## src/rtl/regfile_wport_arb.sv

```systemverilog
// Round-robin arbiter that shares the register file's single write port between two writeback sources.
// Optional macro RFARB_BYPASS_EN forwards the in-flight write data onto the read ports.
module regfile_wport_arb #(
    parameter int AW   = 5,
    parameter int DW   = 32,
    parameter int CNTW = 16
) (
    input  logic            clk,
    input  logic            reset_n,
    input  logic            a_valid,
    output logic            a_ready,
    input  logic [AW-1:0]   a_addr,
    input  logic [DW-1:0]   a_data,
    input  logic            b_valid,
    output logic            b_ready,
    input  logic [AW-1:0]   b_addr,
    input  logic [DW-1:0]   b_data,
    input  logic            wr_inhibit,
    output logic            we3,
    output logic [AW-1:0]   wa3,
    output logic [DW-1:0]   wd3,
    input  logic [AW-1:0]   ra1,
    input  logic [AW-1:0]   ra2,
    input  logic [DW-1:0]   rd1_in,
    input  logic [DW-1:0]   rd2_in,
    output logic [DW-1:0]   rd1_out,
    output logic [DW-1:0]   rd2_out,
    output logic            pend1,
    output logic            pend2,
    output logic [CNTW-1:0] conflict_cnt
);

    typedef enum logic {
        GRANT_A = 1'b0,
        GRANT_B = 1'b1
    } grant_e;

    grant_e last_grant;
    logic   grant_a;
    logic   grant_b;

    // NOTE: every signal assigned in always_comb gets a default first, so no path can infer a latch.
    always_comb begin
        grant_a = 1'b0;
        grant_b = 1'b0;
        if (reset_n && !wr_inhibit) begin
            if (a_valid && b_valid) begin
                grant_a = (last_grant == GRANT_B);
                grant_b = (last_grant == GRANT_A);
            end else begin
                grant_a = a_valid;
                grant_b = b_valid;
            end
        end
    end

    assign a_ready = grant_a;
    assign b_ready = grant_b;

    // NOTE: sequential state uses non-blocking assignments so all registers update from pre-edge values.
    always_ff @(posedge clk) begin
        if (!reset_n) begin
            we3          <= 1'b0;
            wa3          <= '0;
            wd3          <= '0;
            last_grant   <= GRANT_B;
            conflict_cnt <= '0;
        end else begin
            if (grant_a) begin
                we3        <= (a_addr != '0);
                wa3        <= a_addr;
                wd3        <= a_data;
                last_grant <= GRANT_A;
            end else if (grant_b) begin
                we3        <= (b_addr != '0);
                wa3        <= b_addr;
                wd3        <= b_data;
                last_grant <= GRANT_B;
            end else begin
                we3 <= 1'b0;
            end

            // Counts contention even while inhibited; sticks at all-ones.
            if (a_valid && b_valid && (conflict_cnt != '1))
                conflict_cnt <= conflict_cnt + CNTW'(1);
        end
    end

    // r0 is hardwired, so a read of r0 never hits the in-flight write.
    assign pend1 = we3 && (ra1 == wa3) && (ra1 != '0);
    assign pend2 = we3 && (ra2 == wa3) && (ra2 != '0);

`ifdef RFARB_BYPASS_EN
    assign rd1_out = pend1 ? wd3 : rd1_in;
    assign rd2_out = pend2 ? wd3 : rd2_in;
`else
    assign rd1_out = rd1_in;
    assign rd2_out = rd2_in;
`endif

endmodule

```

## config.mk

```make
export PLATFORM = sky130hd
export DESIGN_NAME = regfile_wport_arb
export DESIGN_NICKNAME = d
export VERILOG_FILES = /design/src/rtl/regfile_wport_arb.sv
export SDC_FILE = /design/constraint.sdc
export NUM_CORES = 1
export LEC_CHECK = 0
export BUFFER_PORTS_ARGS = -buffer_cell sky130_fd_sc_hd__buf_4
export CORE_AREA = 2 2 105 107
export CTS_CLUSTER_SIZE = 10
export DETAILED_ROUTE_END_ITERATION = 10
export DIE_AREA = 0 0 107 109
export PLACE_DENSITY = 0.66
export SYNTH_ARGS = -nofsm -noshare
export SYNTH_HDL_FRONTEND = slang
export SYNTH_SLANG_ARGS = --single-unit
export TNS_END_PERCENT = 1
```

## constraint.sdc

```tcl
create_clock -name clk -period 4.85 [get_ports clk]
set_input_delay 1.2125 -clock clk [delete_from_list [all_inputs] [get_ports clk]]
set_output_delay 1.2125 -clock clk [all_outputs]
set_load 0.01 [all_outputs]
```

==> results.sh <==
export IMPL_tns_ps=0
export IMPL_first_iter_violations=281
export IMPL_crit_path_start="reset_n"
export IMPL_period_needed_ps=3292
export IMPL_required_ps=3640
export IMPL_holdCritPathClass="reg -> reg"
export IMPL_synth_ff_type="dfxtp_1"
export IMPL_die_x_um=107
export IMPL_switching_power_mw=0.2326
export IMPL_ys_ff_latch=55
export IMPL_cts_setup_buffers=0
export IMPL_syn_area_sq_um=2908
export IMPL_setup_ws_ps=1558
export IMPL_drive_gt1_frac=0.4119
export IMPL_cts_resized=0
export IMPL_root_buffer="clkbuf_8"
export IMPL_fmax_mhz=303.8
export IMPL_synthToLayoutAreaGrowth_pct=28.57
export IMPL_rr_worst_depth=4
export IMPL_p_clk_frac=0.284
export IMPL_yosysWarningCount=0
export IMPL_setup_violations=0
export IMPL_final_area_sq_um=3739
export IMPL_initial_core_util=0.2743
export IMPL_vias_per_cell=5.271
export IMPL_wirelength_um=9379
export IMPL_groute_usage_overall=0.1480
export IMPL_maxSlewHeadroom=0.2965
export IMPL_drc=0
export IMPL_ys_types=41
export IMPL_grt_max_degree=49
export IMPL_combPwrFrac=0.177
export IMPL_finalHoldViolations=0
export IMPL_antennaDiodeCount=0
export IMPL_vias=2862
export IMPL_end_kind="primary output"
export IMPL_cts_buffer_depth=2
export IMPL_crit_arrival_ps=2080
export IMPL_worst_setup_path_start_kind="primary input"
export IMPL_vdd_ir_drop_worst_mv=0.1150
export IMPL_drv_slew=0
export IMPL_seq_area_frac_synth=0.3787
export IMPL_r2r_start="conflict_cnt[4]$_SDFFE_PN0P_"
export IMPL_die_area_sq_um=11660
export IMPL_insertion_delay_ps=310
export IMPL_outcome="completed"
export IMPL_coreArea_sq_um=10600
export IMPL_ios=275
export IMPL_syn_avg_cell_area_sq_um=8.865
export IMPL_min_path_cells=2
export IMPL_tightest_slew_ps=1051
export IMPL_path_class="in -> out"
export IMPL_num_rows=38
export IMPL_internal_power_mw=0.6601
export IMPL_htreeDepth=2
export IMPL_post_dp_hpwl_um=6920
export IMPL_die_h_um=109
export IMPL_leakage_nw=1.605
export IMPL_cts_buffers=5
export IMPL_grt_ovfl_total=0
export IMPL_cts_tree="yes"
export IMPL_powerDensity_nw_per_um2=238.8
export IMPL_synth_edf_count=0
export IMPL_wl_per_cell_um=17.27
export IMPL_syn_inst=328
export IMPL_fin_crit_sh=0.6787
export IMPL_fill_cells=1122
export IMPL_drt_pass1_iter_count=6
export IMPL_gp_congestion=0.8116
export IMPL_fin_skew_ps=8.911
export IMPL_grt_pass1_wl_um=13540
export IMPL_maxCapViolCount=0
export IMPL_synth_net_count=482
export IMPL_path_max_fanout=8
export IMPL_postRouteAntennaNets=0
export IMPL_min_from="wd3[20]$_SDFFE_PN0P_"
export IMPL_grt_pass1_vias=2624
export IMPL_ctsHoldBuffers=0
export IMPL_synthArstFlopShare=0
export IMPL_place_ws_ps=1544
export IMPL_clk_pin_slew_worst_paths_ps=100
export IMPL_cts_sinks=55
export IMPL_p_seq_frac=0.539
export IMPL_dpl_instance_area_sq_um=3654
export IMPL_final_nets=556
export IMPL_port_buffers=146
export IMPL_rsz0062_at_grt="false"
export IMPL_antenna_found_initial=0
export IMPL_swShare=0.2606
[metal layers]
metal  vias to the layer above  track usage  wire length (um)
met2                       182       0.2257              4276
met5                         -      0.04911                76
met1                      1332       0.1733              3673
li1                       1321            -                 -
met4                         2      0.06030               207
met3                        25      0.07412              1145
[cell usage after synthesis (2+ instances only)]
library cell / instances / area share
a31oi_1: 2 / 0.0043
xnor2_1: 2 / 0.0060
nand4_1: 8 / 0.017
nor2_1: 43 / 0.056
a222oi_1: 37 / 0.13
or3_1: 3 / 0.0065
clkbuf_1: 7 / 0.0090
buf_2: 12 / 0.021
o21a_1: 3 / 0.0077
nor3_1: 9 / 0.015
a21oi_1: 13 / 0.022
nand3_1: 5 / 0.0086
nand2b_1: 2 / 0.0043
nand2_1: 9 / 0.012
buf_4: 64 / 0.17
or4_1: 5 / 0.013
xor2_1: 6 / 0.018
nor4_1: 4 / 0.0086
inv_1: 3 / 0.0039
dfxtp_1: 55 / 0.38
o31ai_1: 3 / 0.0077
and4_1: 4 / 0.012
and3_1: 3 / 0.0065
o21ai_0: 9 / 0.015
[worst max-delay path: stages]
cell	delay (ps)
buf_4	130
nor2b_1	300
and3_1	280
buf_4	150
[cell families after synthesis]
family                     share of synthesized area
and+or+nand+nor                               0.1932
adders and majority gates                   0.004302
AOI/OAI and AO/OA                             0.2009
buffers and inverters                         0.1988
xor gates and xnor gates                     0.02410
DFF                                           0.3787
[sequential cells by signal (all words and copies together) (netlist names)]
| register | flops |
|---|---|
| wa3 | 5 |
| we3 | 1 |
| wd3 | 32 |
| conflict_cnt | 16 |
| last_grant | 1 |
[path summary, 6_finish.rpt]
| kind | to | slack [ps] |
|---|---|---|
| worst min-delay path | wd3[20]$_SDFFE_PN0P_ | 510 |
| worst max register to register | conflict_cnt[4]$_SDFFE_PN0P_ | 3110 |
| worst max-delay path | a_ready | 1560 |
| worst min register to register | wd3[20]$_SDFFE_PN0P_ | 510 |
[cell usage in the layout (no fill, tap or decap), types with 4 or more instances in the layout]
cell | netlist | layout
or4_1 | 5 | 5
clkbuf_8 | 0 | 5
o21ai_0 | 9 | 8
nand2_1 | 9 | 9
xor2_1 | 6 | 6
a222oi_1 | 37 | 37
nand4_1 | 8 | 8
a21oi_1 | 13 | 13
buf_4 | 64 | 150
and4_1 | 4 | 4
nor4_1 | 4 | 4
dfxtp_1 | 55 | 55
nand3_1 | 5 | 5
nor2_1 | 43 | 43
nor3_1 | 9 | 9
[metrics by stage]
step                  util  instances  hold slack, ps  total power, mW
floorplan                -        328           495.0           0.6038
global placement    0.3446        535           486.1           0.6477
detailed placement  0.3446        535           489.8           0.6504
CTS                 0.3526        543           513.3           0.9084
global route        0.3526        543           543.9           0.9402
finish              0.3526        543           513.6           0.8928
[area by class of cell]
class,instances,area (sq um),area share
clock inverters,2,12.51,0.003347
multi-input cells,187,1240,0.3317
flip-flops and latches,55,1101,0.2945
repair buffers,150,1126,0.3012
inverters,3,11.26,0.003012
well taps,140,175.2,0.04685
clock buffers,6,72.57,0.01941
[power groups by stage]
| stage | logic [mW] | registers, mW | clock network, mW |
|---|---|---|---|
| floorplan | 0.107 | 0.497 | 0 |
| global placement | 0.157 | 0.491 | 0 |
| detailed placement | 0.159 | 0.492 | 0 |
| CTS | 0.159 | 0.481 | 0.268 |
| global route | 0.172 | 0.484 | 0.285 |
| finish | 0.158 | 0.481 | 0.253 |
Power figures use the tool's default switching activity.
